## src/rtl/rtc_spi_pkg.sv

```systemverilog
`default_nettype none
// ============================================================================
//  Module      : rtc_spi_pkg
//  Description : Shared constants, FSM encoding and helpers for the RTC SPI master.
//  Revision    : 1.0 - initial release
// ============================================================================
package rtc_spi_pkg;

    localparam logic [2:0] REG_DATA = 3'd0;
    localparam logic [2:0] REG_CTRL = 3'd1;

    typedef enum logic [1:0] {
        IDLE  = 2'd0,
        SETUP = 2'd1,
        HIGH  = 2'd2
    } spi_state_t;

    // CTRL/STATUS bit positions
    localparam int C_BIT_CE     = 0;
    localparam int C_BIT_DIV_LO = 1;
    localparam int C_BIT_DIV_HI = 2;
    localparam int C_BIT_LSB    = 3;
    localparam int C_BIT_OVR    = 5;
    localparam int C_BIT_DONE   = 6;
    localparam int C_BIT_BUSY   = 7;

    // Reload value for the half-period counter: (1 << div) - 1.
    function automatic logic [2:0] half_period_m1(input logic [1:0] div);
        return 3'((4'd1 << div) - 4'd1);
    endfunction

endpackage
`default_nettype wire

```

## src/rtl/rtc_spi_master_shifter.sv

```systemverilog
`default_nettype none
// ============================================================================
//  Module      : spi_shifter
//  Description : Mode-0 byte shift engine: FSM, half-period timer, TX/RX shifters.
//  Revision    : 1.0 - initial release
// ============================================================================
module spi_shifter
    import rtc_spi_pkg::*;
(
    input  logic       phi2,
    input  logic       rst_n,
    input  logic       start,
    input  logic [7:0] tx_data,
    input  logic [1:0] div,
    input  logic       lsb_first,
    input  logic       miso,
    output logic       busy,
    output logic       done_pulse,
    output logic       sck,
    output logic       mosi,
    output logic [7:0] rx_data
);

    spi_state_t r_state;
    logic [2:0] r_cnt;
    logic [2:0] r_bit;
    logic [7:0] r_tx;
    logic [7:0] r_rx;
    logic       r_sck;
    logic       r_mosi;

    logic [2:0] w_reload;
    logic       w_tick;

    assign w_reload = half_period_m1(div);
    assign w_tick   = (r_cnt == 3'd0);

    always_ff @(posedge phi2 or negedge rst_n) begin
        if (!rst_n) begin
            r_state <= IDLE;
            r_cnt   <= 3'd0;
            r_bit   <= 3'd0;
            r_tx    <= 8'h00;
            r_rx    <= 8'h00;
            r_sck   <= 1'b0;
            r_mosi  <= 1'b0;
        end else begin
            case (r_state)
                IDLE: begin
                    r_sck <= 1'b0;
                    if (start) begin
                        r_tx    <= tx_data;
                        r_mosi  <= lsb_first ? tx_data[0] : tx_data[7];
                        r_cnt   <= w_reload;
                        r_bit   <= 3'd0;
                        r_state <= SETUP;
                    end
                end
                SETUP: begin
                    if (w_tick) begin
                        r_sck   <= 1'b1;
                        r_cnt   <= w_reload;
                        r_rx    <= lsb_first ? {miso, r_rx[7:1]} : {r_rx[6:0], miso};
                        r_state <= HIGH;
                    end else begin
                        r_cnt <= r_cnt - 3'd1;
                    end
                end
                HIGH: begin
                    if (w_tick) begin
                        r_sck <= 1'b0;
                        if (r_bit == 3'd7) begin
                            r_state <= IDLE;
                        end else begin
                            r_bit   <= r_bit + 3'd1;
                            r_cnt   <= w_reload;
                            r_state <= SETUP;
                            // Present the next bit as the falling edge of sck happens.
                            if (lsb_first) begin
                                r_tx   <= {1'b0, r_tx[7:1]};
                                r_mosi <= r_tx[1];
                            end else begin
                                r_tx   <= {r_tx[6:0], 1'b0};
                                r_mosi <= r_tx[6];
                            end
                        end
                    end else begin
                        r_cnt <= r_cnt - 3'd1;
                    end
                end
                default: begin
                    r_state <= IDLE;
                    r_sck   <= 1'b0;
                end
            endcase
        end
    end

    assign busy       = (r_state != IDLE);
    // Decoded from registered state so the status flag lands on the same edge busy drops.
    assign done_pulse = (r_state == HIGH) && w_tick && (r_bit == 3'd7);
    assign sck        = r_sck;
    assign mosi       = r_mosi;
    assign rx_data    = r_rx;

endmodule
`default_nettype wire

```

## src/rtl/rtc_spi_master.sv

```systemverilog
`default_nettype none
// ============================================================================
//  Module      : rtc_spi_master
//  Description : CCTL-mapped SPI master for the cartridge RTC/expansion port.
//  Revision    : 1.0 - initial release
// ============================================================================
module rtc_spi_master
    import rtc_spi_pkg::*;
#(
    parameter logic [4:0] BASE = 5'b10111
) (
    input  logic       phi2,
    input  logic       rst_n,
    input  logic       cctl_n,
    input  logic       r_w,
    input  logic [7:0] cart_a,
    input  logic [7:0] cart_d_in,
    output logic [7:0] cart_d_out,
    output logic       cart_d_oe,
    output logic       sck,
    output logic       mosi,
    input  logic       miso,
    output logic       ce
);

    logic       w_sel;
    logic [2:0] w_off;
    logic       w_wr;
    logic       w_rd;
    logic       w_start;
    logic       w_busy;
    logic       w_done_pulse;
    logic [7:0] w_rx;
    logic [7:0] w_status;
    logic [7:0] w_rdata;
    logic       w_unused;

    logic       r_ce;
    logic [1:0] r_div;
    logic       r_lsb_first;
    logic       r_done;
    logic       r_ovr;

    assign w_sel    = ~cctl_n & (cart_a[7:3] == BASE);
    assign w_off    = cart_a[2:0];
    assign w_wr     = w_sel & ~r_w;
    assign w_rd     = w_sel & r_w;
    assign w_start  = w_wr && (w_off == REG_DATA) && !w_busy;
    assign w_unused = &{1'b0, cart_d_in[7:4]};

    spi_shifter u_shifter (
        .phi2       (phi2),
        .rst_n      (rst_n),
        .start      (w_start),
        .tx_data    (cart_d_in),
        .div        (r_div),
        .lsb_first  (r_lsb_first),
        .miso       (miso),
        .busy       (w_busy),
        .done_pulse (w_done_pulse),
        .sck        (sck),
        .mosi       (mosi),
        .rx_data    (w_rx)
    );

    // Clears are written before sets so a coincident set wins.
    always_ff @(posedge phi2 or negedge rst_n) begin
        if (!rst_n) begin
            r_ce        <= 1'b0;
            r_div       <= 2'd0;
            r_lsb_first <= 1'b1;
            r_done      <= 1'b0;
            r_ovr       <= 1'b0;
        end else begin
            if (w_rd && (w_off == REG_DATA)) r_done <= 1'b0;
            if (w_rd && (w_off == REG_CTRL)) r_ovr  <= 1'b0;
            if (w_done_pulse)                r_done <= 1'b1;
            if (w_wr && (w_off == REG_DATA) && w_busy) r_ovr <= 1'b1;
            if (w_wr && (w_off == REG_CTRL)) begin
                r_ce <= cart_d_in[C_BIT_CE];
                if (w_busy) begin
                    r_ovr <= 1'b1;
                end else begin
                    r_div       <= cart_d_in[C_BIT_DIV_HI:C_BIT_DIV_LO];
                    r_lsb_first <= cart_d_in[C_BIT_LSB];
                end
            end
        end
    end

    always_comb begin
        w_status               = 8'h00;
        w_status[C_BIT_BUSY]   = w_busy;
        w_status[C_BIT_DONE]   = r_done;
        w_status[C_BIT_OVR]    = r_ovr;
        w_status[C_BIT_LSB]    = r_lsb_first;
        w_status[C_BIT_DIV_HI:C_BIT_DIV_LO] = r_div;
        w_status[C_BIT_CE]     = r_ce;
    end

    always_comb begin
        w_rdata = 8'h00;
        case (w_off)
            REG_DATA: w_rdata = w_rx;
            REG_CTRL: w_rdata = w_status;
            default:  w_rdata = 8'h00;
        endcase
    end

    assign cart_d_out = w_rdata;
    assign cart_d_oe  = w_sel & r_w & phi2;
    assign ce         = r_ce;

endmodule
`default_nettype wire

```

## config.mk

```make
export PLATFORM = sky130hd
export DESIGN_NAME = rtc_spi_master
export DESIGN_NICKNAME = d
export VERILOG_FILES = /design/src/rtl/rtc_spi_pkg.sv /design/src/rtl/rtc_spi_master_shifter.sv /design/src/rtl/rtc_spi_master.sv
export SDC_FILE = /design/constraint.sdc
export NUM_CORES = 1
export LEC_CHECK = 0
export BUFFER_PORTS_ARGS = -buffer_cell sky130_fd_sc_hd__buf_2
export CAP_MARGIN = 30
export CORE_ASPECT_RATIO = 1.4
export CORE_UTILIZATION = 50
export CTS_CLUSTER_DIAMETER = 60
export DETAILED_ROUTE_END_ITERATION = 10
export GPL_TIMING_DRIVEN = 0
export PLACE_DENSITY_LB_ADDON = 0.2
export SETUP_SLACK_MARGIN = 0.3
export SYNTH_ARGS = -nofsm -noshare
export SYNTH_HDL_FRONTEND = slang
export SYNTH_HIERARCHICAL = 1
export SYNTH_SLANG_ARGS = --single-unit
```

## constraint.sdc

```tcl
create_clock -name phi2 -period 2.5 [get_ports phi2]
set_clock_uncertainty 0.15 [all_clocks]
set_input_delay 0.125 -clock phi2 [delete_from_list [all_inputs] [get_ports phi2]]
set_output_delay 0.125 -clock phi2 [all_outputs]
set_load 0.01 [all_outputs]
```

==> reports/qor.csv, run 1 <==
stage,metric,value,unit
run_status,run status,finished clean,
placed_design,GP Congestion,0.878,
synthesis,"FF+latch count, synth",32,
detailed_routing,DR iter-0 viols,39,
synthesis,synth top area cells,"dfrtp_1, mux2i_1, ha_1, nand2_1, o21ai_0",
pwr,P per Cell Area,945,nW/um2
detailed_routing,routed vias,1698,
global_routing,vias in the first global route,1646,
synthesis,"Cell Area, Synth",1940,um2
detailed_routing,routed length per instance,15.0,um
floorplanning,initial core utilization,52.8,%
detailed_routing,TritonRoute pass-1 iters,4,
detailed_routing,vias per std cell,5.60,
cts,"Reg clk slew, reported paths",0.07,ns
worst_setup_path,crit start category,flop,
floorplanning,std cell rows,26,
floorplanning,CORE AREA,3680,um2
synthesis,Compound-Gate Fraction of Synth Area,14.5,%
final_layout,area of the multi-input gates,1090,um2
placed_design,dpl hpwl,3080,um
timing,"Slew Viols, Final",0,
timing,Worst-Margin Slew,0.725,ns
pwr,Leakage,1.18,nW
global_routing,grt ovf,0,
timing,setup TNS,0,ns
global_routing,antenna violations before repair,0,
floorplanning,die height,75.7,um
synthesis,predominant post-synthesis flop cell,dfrtp_1,
worst_setup_path,Crit path largest cell delay,0.41,ns
floorplanning,io pins,33,
global_routing,GRT Total Usage,25.2,%
placed_design,Area after DPL,2170,um2
timing,final hold violation count,0,
detailed_routing,DRC,0,
synthesis,Post-Synth XOR/XNOR Area,0,%
worst_setup_path,CP dominant cell by count,ha_2,
worst_setup_path,crit path max-delay cell type,dfrtp_1,
final_layout,Syn-to-layout area delta,30.6,%
final_layout,Seq. cell area,802,um2
cts,clk_lat worst skew,0.38,ns
timing,RSZ-0062 raised after global routing,no,
final_layout,Nets,289,
pwr,maximum vdd drop,0.000642,V
final_layout,FILL cells,307,
timing,"Worst Setup Slack, final",0.353,ns
synthesis,Syn Nets,227,
synthesis,Synth Area per Inst,9.79,um2
worst_setup_path,Setup Crit Path Kind,reg -> reg,
global_routing,first-pass GRT wire length,7270,um
placed_design,Place WS,0.0409,ns
floorplanning,die footprint,4140,um2
global_routing,largest net degree at the start of global routing,33,
synthesis,Gate Count Post-Synth,198,
cts,CTS tree,yes,
worst_setup_path,Crit path arrival time,2.27,ns
synthesis,Post-synth EDFFs,0,
timing,final-report setup violation count,0,
final_layout,layout cells sized above 1,29.1,%
final_layout,final instance area,2530,um2
run,max_cap viols,0,
synthesis,combinational family with the most area after synthesis,simple AND/OR/NAND/NOR gates,
final_layout,ANT cells,0,
floorplanning,Die Wd,54.6,um
worst_setup_path,critical-path cell list,ha_2 > ha_2 > or3b_4 > a211o_4 > mux2_4,
timing,Rel. slew slack,51.7,%
synthesis,adder-cell share of the synthesized area,5.16,%
timing,Fmax,0.466,GHz
detailed_routing,Routed Antenna Nets,0,
worst_setup_path,Top Family by Delay on Critical Path,flip-flops,
timing,Tmin final,2.15,ns
hold_path,Hold Crit Class,in -> reg,
worst_setup_path,Buf/Inv on CP,0,
synthesis,top-area cell type share of the netlist area,40.0,%
synthesis,post-synthesis mux area share,15.9,%
synthesis,simple-gate area share of the yosys netlist,18.6,%
placed_design,Buffers on Ports,32,
pwr,Tot Pwr,2.40,mW
worst_setup_path,Crit Path Max Fanout,5,
detailed_routing,WL final,4530,um
synthesis,sequential share of the synthesized area,41.4,%
synthesis,Syn. warnings,6,
timing,part of the cycle the worst path needs,85.9,%
synthesis,Post-synth ARST share,100,%
synthesis,Synth area leader,dfrtp_1,
synthesis,synth unique cells,47,
worst_setup_path,CP Data Required Time,2.62,ns
worst_setup_path,Setup crit end kind,flop,
timing,Min Hold Slack,0.135,ns
-- cell usage in the layout (no fill, tap or decap), types with 2 or more instances in the layout --
cell	Yosys	final
buf_2	5	37
dfrtp_1	31	31
nand2_1	23	23
mux2i_1	21	21
nor2_1	17	17
dlygate4sd3_1	0	15
o21ai_0	13	13
clkbuf_8	1	8
a21oi_1	8	8
inv_1	8	6
nand4_1	5	5
o21ai_1	5	5
ha_1	8	5
buf_4	0	5
clkbuf_1	4	4
a31oi_1	3	3
nand3_1	3	3
mux2_2	3	3
or2_2	2	2
nor3b_1	2	2
and4b_1	2	2
nor2b_1	2	2
clkinv_2	0	2
inv_2	0	2
o21ai_2	2	2
mux2_4	2	2
o21a_1	2	2
o211ai_1	2	2
ha_2	0	2
-- worst min-delay path, cell delays in order --
cell and delay [ns]:
buf_2 0.15, nor4_4 0.06, buf_4 0.13, nand4_1 0.08, nand3_1 0.07
-- logic make-up after synthesis --
kind of cell             after synthesis
buffers and inverters                 19
flip-flops                            32
AO/OA/AOI/OAI                         44
AND/OR/NAND/NOR                       67
multiplexers                          28
adder cells (fa/ha/maj)                8
-- through the flow --
step                      util, %  cells
after floorplan                 -    198
after global placement       59.1    272
after detailed placement     59.1    272
after CTS                    68.3    302
after global routing         68.9    303
final                        68.9    303
-- flip-flops by register name, summed over array words and instances (netlist names), 2 cells and up --
name / count
u_shifter/r_state: 2
u_shifter/rx_data: 8
u_shifter/r_cnt: 3
u_shifter/r_bit: 3
u_shifter/r_tx: 8
r_div: 2
-- Yosys cell counts (all sizes together), types with 3 or more instances --
master,instances
ha,8
clkbuf,5
buf,5
nand4,5
dfrtp,31
a31oi,3
nor2,17
nand2,23
o21ai,20
mux2i,21
inv,8
a21oi,8
mux2,6
nand3,3
-- where the power goes --
part	total (mW)	internal, mW	leakage [nW]	switching (mW)
registers	0.839	0.695	0.415	0.144
logic	0.956	0.450	0.682	0.506
clock network	0.600	0.397	0.0857	0.203
-- metal layers --
metal	global-route usage, %	vias up	share of wire (%)
met5	0	-	0
met4	10.3	0	0.73
met3	7.98	3	4.8
met2	42.3	49	51
met1	28.9	815	43
li1	-	831	-
-- final cells by class --
| type | instances | area share, % |
|---|---|---|
| inverter | 9 | 1.38 |
| tap | 42 | 2.07 |
| buffer | 10 | 2.32 |
| multi-input combinational | 147 | 43.0 |
| clock inverter | 2 | 1.38 |
| clock buffer | 10 | 4.69 |
| sequential | 32 | 31.7 |
| timing repair buffer | 51 | 13.5 |
-- worst paths after layout --
path	from	slack (ns)	to	depth (start not counted)
max in group asynchronous	rst_n	1.55	r_done$_DFFE_PN0P_	2
worst max-delay path	u_shifter/r_bit[1]$_DFFE_PN0P_	0.35	u_shifter/r_tx[7]$_DFFE_PN0P_	5
worst min register to register	u_shifter/sck$_DFFE_PN0P_	0.34	u_shifter/sck$_DFFE_PN0P_	2
worst min-delay path	r_w	0.14	u_shifter/r_bit[1]$_DFFE_PN0P_	5
min in group asynchronous	rst_n	0.18	u_shifter/rx_data[4]$_DFFE_PN0P_	2
worst max register to register	u_shifter/r_bit[1]$_DFFE_PN0P_	0.35	u_shifter/r_tx[7]$_DFFE_PN0P_	5
-- what timing repair did --
action | CTS | global route
pin swaps | 3 | 2
gates cloned | 0 | 0
gates resized for setup | 4 | 5
endpoints found under the hold margin | 47 | 0
hold buffers | 15 | 0
buffers inserted | 4 | 1
setup endpoints to repair | 13 | 11
Note: power is estimated with default switching activity, not from simulation.
==> run 2, diff against run 1 <==
Settings changed: CTS_BUF_LIST set to sky130_fd_sc_hd__clkbuf_16, PLACE_DENSITY set to 0.75, PLACE_DENSITY_LB_ADDON 0.2 to unset.
==> run 2 against run 1 <==
Effect of this change:
- sequential power rose by 1%
- cell area rose by 2.0%
- cell count did not move
- maximum frequency fell by 1.0%
- non-clock buffer count did not move
- total power rose by 8.1%
- via count rose by 1.1%
- critical path depth did not move
- core utilization rose by 1.4 points
- combinational power fell by 1%
- die area did not move
- critical path type unchanged
- largest cell class unchanged
- largest power group unchanged
==> reports/qor.csv, run 2 (same netlist as run 1, synthesis figures left out) <==
stage,metric,value,unit,change
pwr,Int Power,1.70,mW,+10%
final_layout,final instance area,2580,um2,+2.0%
global_routing,GRT Total Usage,26.3,%,+1.1 points
timing,RSZ-0062 raised after global routing,yes,,
timing,Tmin final,2.17,ns,+0.0221 ns
pwr,Leakage,1.22,nW,+3.1%
final_layout,layout cells sized above 1,28.7,%,-0.38 points
final_layout,FILL cells,275,,-10%
detailed_routing,DRC,0,,unchanged
placed_design,Buffers on Ports,32,,unchanged
detailed_routing,TritonRoute pass-1 iters,4,,unchanged
timing,part of the cycle the worst path needs,86.8,%,+0.89 points
worst_setup_path,Crit Path Max Fanout,5,,unchanged
worst_setup_path,Setup Crit Path Kind,reg -> reg,,
timing,Worst-Margin Slew,0.730,ns,+0.00538 ns
placed_design,GP Congestion,0.835,,-4.9%
floorplanning,initial core utilization,52.8,%,unchanged
final_layout,"commonest non-fill, non-tap cells in the layout","buf_2, dfrtp_1, nand2_1",,
pwr,Sequential Power Share,32.7,%,-2.3 points
detailed_routing,WL final,4640,um,+2.3%
timing,final-report setup violation count,0,,unchanged
cts,clk_lat worst skew,0.39,ns,about the same
run,max_cap viols,0,,unchanged
detailed_routing,DR iter-0 viols,57,,+46%
global_routing,grt ovf,0,,unchanged
timing,Min Hold Slack,0.0602,ns,-0.0751 ns
detailed_routing,Routed Antenna Nets,0,,unchanged
worst_setup_path,CP Data Required Time,2.62,ns,about the same
pwr,maximum vdd drop,0.000690,V,+7.5%
global_routing,largest net degree at the start of global routing,33,,unchanged
global_routing,vias in the first global route,1634,,-0.73%
floorplanning,die footprint,4140,um2,unchanged
pwr,P_sw,0.893,mW,+4.5%
placed_design,Area after DPL,2170,um2,unchanged
pwr,switching share of power,34.5,%,-1.2 points
placed_design,post-placement cell count,272,,unchanged
timing,"Slew Viols, Final",0,,unchanged
detailed_routing,routed vias,1717,,+1.1%
global_routing,first-pass GRT wire length,7340,um,+0.95%
cts,"Reg clk slew, reported paths",0.05,ns,-0.02 ns
pwr,clock share of power,30.8,%,+5.7 points
detailed_routing,routed length per instance,15.3,um,+2.3%
cts,CTS tree,yes,,
worst_setup_path,Setup crit end kind,flop,,
floorplanning,std cell rows,26,,unchanged
timing,setup TNS,0,ns,unchanged
floorplanning,Die Wd,54.6,um,unchanged
timing,Fmax,0.461,GHz,-1.0%
pwr,P per Cell Area,1000,nW/um2,+6.0%
timing,final hold violation count,0,,unchanged
floorplanning,die height,75.7,um,unchanged
final_layout,"commonest non-fill, non-tap cell in the layout",buf_2,,
final_layout,ANT cells,0,,unchanged
pwr,Comb pwr share,36.5,%,-3.4 points
final_layout,Syn-to-layout area delta,33.2,%,
worst_setup_path,Crit path arrival time,2.29,ns,+0.02 ns
floorplanning,CORE AREA,3680,um2,unchanged
detailed_routing,vias per std cell,5.67,,+1.1%
final_layout,Nets,289,,unchanged
placed_design,dpl hpwl,3000,um,-2.4%
timing,Rel. slew slack,51.3,%,-0.36 points
final_layout,Post-Layout Cell Count,303,,unchanged
worst_setup_path,crit start category,flop,,
run_status,run status,finished clean,,
floorplanning,io pins,33,,unchanged
hold_path,Hold Crit Class,in -> reg,,
global_routing,antenna violations before repair,0,,unchanged
==> run 2: cell count changes in the layout (fill, tap and decap cells not counted), sizes merged <==
cell and delta:
dlygate4sd3 -1, clkinvlp +1, inv +2, clkinv -1
bufinv -1
==> run 2: power groups by stage <==
stage	Clock, mW	Sequential (mW)	Combinational (mW)
after floorplan	0.000326	0.809	0.661
after global placement	0.000462	0.836	0.824
after detailed placement	0.000462	0.841	0.847
after CTS	0.815	0.839	0.896
after global routing	0.838	0.863	1.04
final	0.797	0.847	0.945
==> run 2: worst max-delay path, stage by stage, from the launching register on <==
cell     delay [ns]
dfrtp_1        0.39
ha_1           0.21
ha_2           0.20
or3b_4         0.43
a211o_4        0.37
mux2_4         0.30
==> run 2: path summary, 6_finish.rpt <==
kind / endpoint / slack, ns / depth (start not counted) / start
worst max register to register: u_shifter/r_tx[7]$_DFFE_PN0P_ / 0.33 / 5 / u_shifter/r_bit[0]$_DFFE_PN0P_
max in group asynchronous: u_shifter/r_tx[6]$_DFFE_PN0P_ / 1.55 / 2 / rst_n
worst min-delay path: ce$_DFFE_PN0P_ / 0.06 / 4 / cctl_n
min in group asynchronous: r_ovr$_DFF_PN0_ / 0.18 / 2 / rst_n
worst min register to register: r_done$_DFFE_PN0P_ / 0.33 / 1 / r_done$_DFFE_PN0P_
worst max-delay path: u_shifter/r_tx[7]$_DFFE_PN0P_ / 0.33 / 5 / u_shifter/r_bit[0]$_DFFE_PN0P_
==> run 2: layout make-up <==
type,count,area [um2],area share (%)
Inverter,9,37.5,1.45
Clock buffer,9,205,7.94
Sequential cell,32,802,31.0
Tap cell,42,52.6,2.03
Clock inverter,3,11.3,0.436
Buffer,10,58.8,2.28
Timing Repair Buffer,51,340,13.2
Multi-Input combinational cell,147,1080,41.6
==> run 2: repair_timing <==
item,CTS,global route
resized for setup,4,4
setup buffers,2,4
hold endpoints to repair,47,0
hold buffers,14,0
endpoints found under the setup margin,14,11
pin swaps,2,1
==> run 2: layer usage <==
layer	routed length [um]	global-route usage, %
met5	0	0
met4	104	16.8
met3	178	7.78
met2	2380	41.1
met1	1970	30.6
==> run 2: through the flow <==
stage	total power [mW]	setup WS (ns)	utilization [%]
final	2.59	0.331	70.3
after global routing	2.75	0.267	70.3
after CTS	2.55	0.312	69.3
after detailed placement	1.69	0.0544	59.1
after global placement	1.66	0.0881	59.1
after floorplan	1.47	0.301	-
==> run 3, diff against run 2 <==
Settings changed: HOLD_SLACK_MARGIN set to 0.08.
==> run 3 against run 2 <==
Effect of this change:
- wire length grew 0.19%
- core utilization grew 0.27 points
- maximum frequency is essentially flat
- count of clock-buffer cells in the layout is the same
- non-clock buffer count grew 1
- clock power is essentially flat
- combinational power is essentially flat
- cell count grew 0.33%
- die area is the same
- first-iteration DRC count grew 5.3%
- sequential power is essentially flat
==> reports/qor.csv, run 3 (same netlist as run 1, synthesis figures left out) <==
stage,metric,value,unit,change
run_status,run status,finished clean,,
final_layout,Post-Layout Cell Count,304,,+0.33%
worst_setup_path,R2R depth,5,,unchanged
timing,Worst-Margin Slew,0.733,ns,+0.00299 ns
final_layout,FILL cells,274,,-0.36%
detailed_routing,TritonRoute pass-1 iters,4,,unchanged
timing,final-report setup violation count,0,,unchanged
global_routing,largest net degree at the start of global routing,33,,unchanged
floorplanning,CORE AREA,3680,um2,unchanged
placed_design,Place WS,0.0544,ns,unchanged
cts,clk_lat worst skew,0.39,ns,about the same
timing,Rel. slew slack,51.1,%,-0.20 points
placed_design,Buffers on Ports,32,,unchanged
timing,RSZ-0062 raised after global routing,yes,,
hold_path,Hold Crit Class,in -> reg,,
final_layout,"commonest non-fill, non-tap cell in the layout",buf_2,,
placed_design,GP Congestion,0.835,,unchanged
worst_setup_path,Crit path arrival time,2.29,ns,about the same
global_routing,antenna violations before repair,0,,unchanged
global_routing,grt ovf,0,,unchanged
pwr,maximum vdd drop,0.000697,V,+1.1%
detailed_routing,DR iter-0 viols,60,,+5.3%
pwr,Int Power,1.70,mW,about the same
floorplanning,std cell rows,26,,unchanged
global_routing,vias in the first global route,1633,,-0.061%
worst_setup_path,CP startpoint,u_shifter/r_bit[0]$_DFFE_PN0P_,,
worst_setup_path,RR Endpoint,u_shifter/r_tx[7]$_DFFE_PN0P_,,
timing,Tmin final,2.17,ns,-0.000491 ns
floorplanning,io pins,33,,unchanged
run,max_cap viols,0,,unchanged
floorplanning,Die Wd,54.6,um,unchanged
timing,setup TNS,0,ns,unchanged
detailed_routing,routed vias,1710,,-0.41%
pwr,Comb pwr share,36.4,%,about the same
worst_setup_path,Worst Setup EP,u_shifter/r_tx[7]$_DFFE_PN0P_,,
detailed_routing,routed length per instance,15.3,um,-0.14%
global_routing,GRT Total Usage,26.3,%,+0.041 points
pwr,Leakage,1.23,nW,+0.56%
final_layout,Nets,290,,+0.35%
floorplanning,initial core utilization,52.8,%,unchanged
global_routing,first-pass GRT wire length,7360,um,+0.19%
timing,"Worst Setup Slack, final",0.331,ns,+0.000491 ns
timing,final hold violation count,0,,unchanged
worst_setup_path,Crit Path Max Fanout,5,,unchanged
final_layout,Syn-to-layout area delta,33.7,%,
timing,Fmax,0.461,GHz,about the same
timing,"Slew Viols, Final",0,,unchanged
pwr,switching share of power,34.5,%,about the same
detailed_routing,WL final,4650,um,+0.19%
pwr,P per Cell Area,998,nW/um2,-0.37%
detailed_routing,vias per std cell,5.63,,-0.74%
pwr,Sequential Power Share,32.7,%,about the same
worst_setup_path,CP Data Required Time,2.62,ns,about the same
final_layout,layout cells sized above 1,28.6,%,-0.11 points
cts,CTS tree,yes,,
timing,part of the cycle the worst path needs,86.7,%,about the same
floorplanning,die height,75.7,um,unchanged
final_layout,Final Core Density,70.6,%,+0.27 points
worst_setup_path,crit start category,flop,,
worst_setup_path,Setup Crit Path Kind,reg -> reg,,
pwr,Tot Pwr,2.59,mW,about the same
final_layout,"commonest non-fill, non-tap cells in the layout","buf_2, dfrtp_1, nand2_1",,
cts,"Reg clk slew, reported paths",0.05,ns,about the same
floorplanning,die footprint,4140,um2,unchanged
detailed_routing,Routed Antenna Nets,0,,unchanged
pwr,clock share of power,30.8,%,about the same
placed_design,dpl hpwl,3000,um,unchanged
worst_setup_path,Reg-to-Reg Start,u_shifter/r_bit[0]$_DFFE_PN0P_,,
final_layout,ANT cells,0,,unchanged
placed_design,post-placement cell count,272,,unchanged
worst_setup_path,Setup crit end kind,flop,,
worst_setup_path,reg-to-reg setup timing slack,0.33,ns,about the same
pwr,P_sw,0.892,mW,about the same
detailed_routing,DRC,0,,unchanged
## run 3: cell types whose count changed in the layout (fill, tap and decap cells not counted)
cell,before,now
dlygate4sd3_1,14,15
## run 3: layout make-up
| cell class | instances | area, um2 | share of cell area [%] |
|---|---|---|---|
| buffer | 10 | 58.8 | 2.27 |
| clock buffer | 9 | 205 | 7.91 |
| clock inverter | 3 | 11.3 | 0.434 |
| inverter | 9 | 37.5 | 1.45 |
| multi-input combinational | 147 | 1080 | 41.5 |
| sequential | 32 | 802 | 30.9 |
| tap | 42 | 52.6 | 2.03 |
| timing repair buffer | 52 | 350 | 13.5 |
## run 3: how the worst min path moves through the flow
stage | depth (start not counted) | to | slack [ns] | from
2_1_floorplan | 0 | ce$_DFFE_PN0P_ | -0.32 | rst_n
3_3_place_gp | 1 | r_ovr$_DFF_PN0_ | 0.08 | rst_n
3_5_place_dp | 1 | r_ovr$_DFF_PN0_ | 0.08 | rst_n
4_1_cts | 5 | u_shifter/r_bit[1]$_DFFE_PN0P_ | 0.12 | r_w
5_1_grt | 5 | u_shifter/r_bit[1]$_DFFE_PN0P_ | 0.18 | r_w
6_report | 5 | u_shifter/r_bit[1]$_DFFE_PN0P_ | 0.14 | r_w
## run 3: repair_timing
action	4_1_cts	5_1_grt
hold buffers	15	0
endpoints found under the setup margin	14	11
setup buffers	2	4
hold endpoints to repair	48	0
pin swaps	2	1
gates resized for setup	4	4
## run 3: critical path, cell delays in order, from the launching register on
cell and delay (ns):
dfrtp_1 0.39, ha_1 0.21, ha_2 0.20, or3b_4 0.43, a211o_4 0.37, mux2_4 0.30
## run 3: metal layers
layer / vias to the layer above / track usage, % / wire, um / share of wire [%]
li1: 835 / - / - / -
met5: - / 0 / 0 / 0
met1: 836 / 30.8 / 2000 / 43
met2: 31 / 41.1 / 2390 / 51
met3: 8 / 7.78 / 156 / 3.4
met4: 0 / 16.8 / 96 / 2.1
## run 3: power groups by stage
stage | clock [mW] | sequential [mW] | combinational [mW]
floorplan | 0.000326 | 0.809 | 0.661
global placement | 0.000462 | 0.836 | 0.824
detailed placement | 0.000462 | 0.841 | 0.847
CTS | 0.815 | 0.839 | 0.896
global route | 0.838 | 0.863 | 1.05
finish | 0.798 | 0.847 | 0.943
## run 3: metrics by stage
step,hold slack [ns],area (um2)
after floorplan,-0.321,1960
final,0.138,2590
after detailed placement,0.0817,2170
after global placement,0.0826,2170
after CTS,0.124,2560
after global routing,0.180,2590
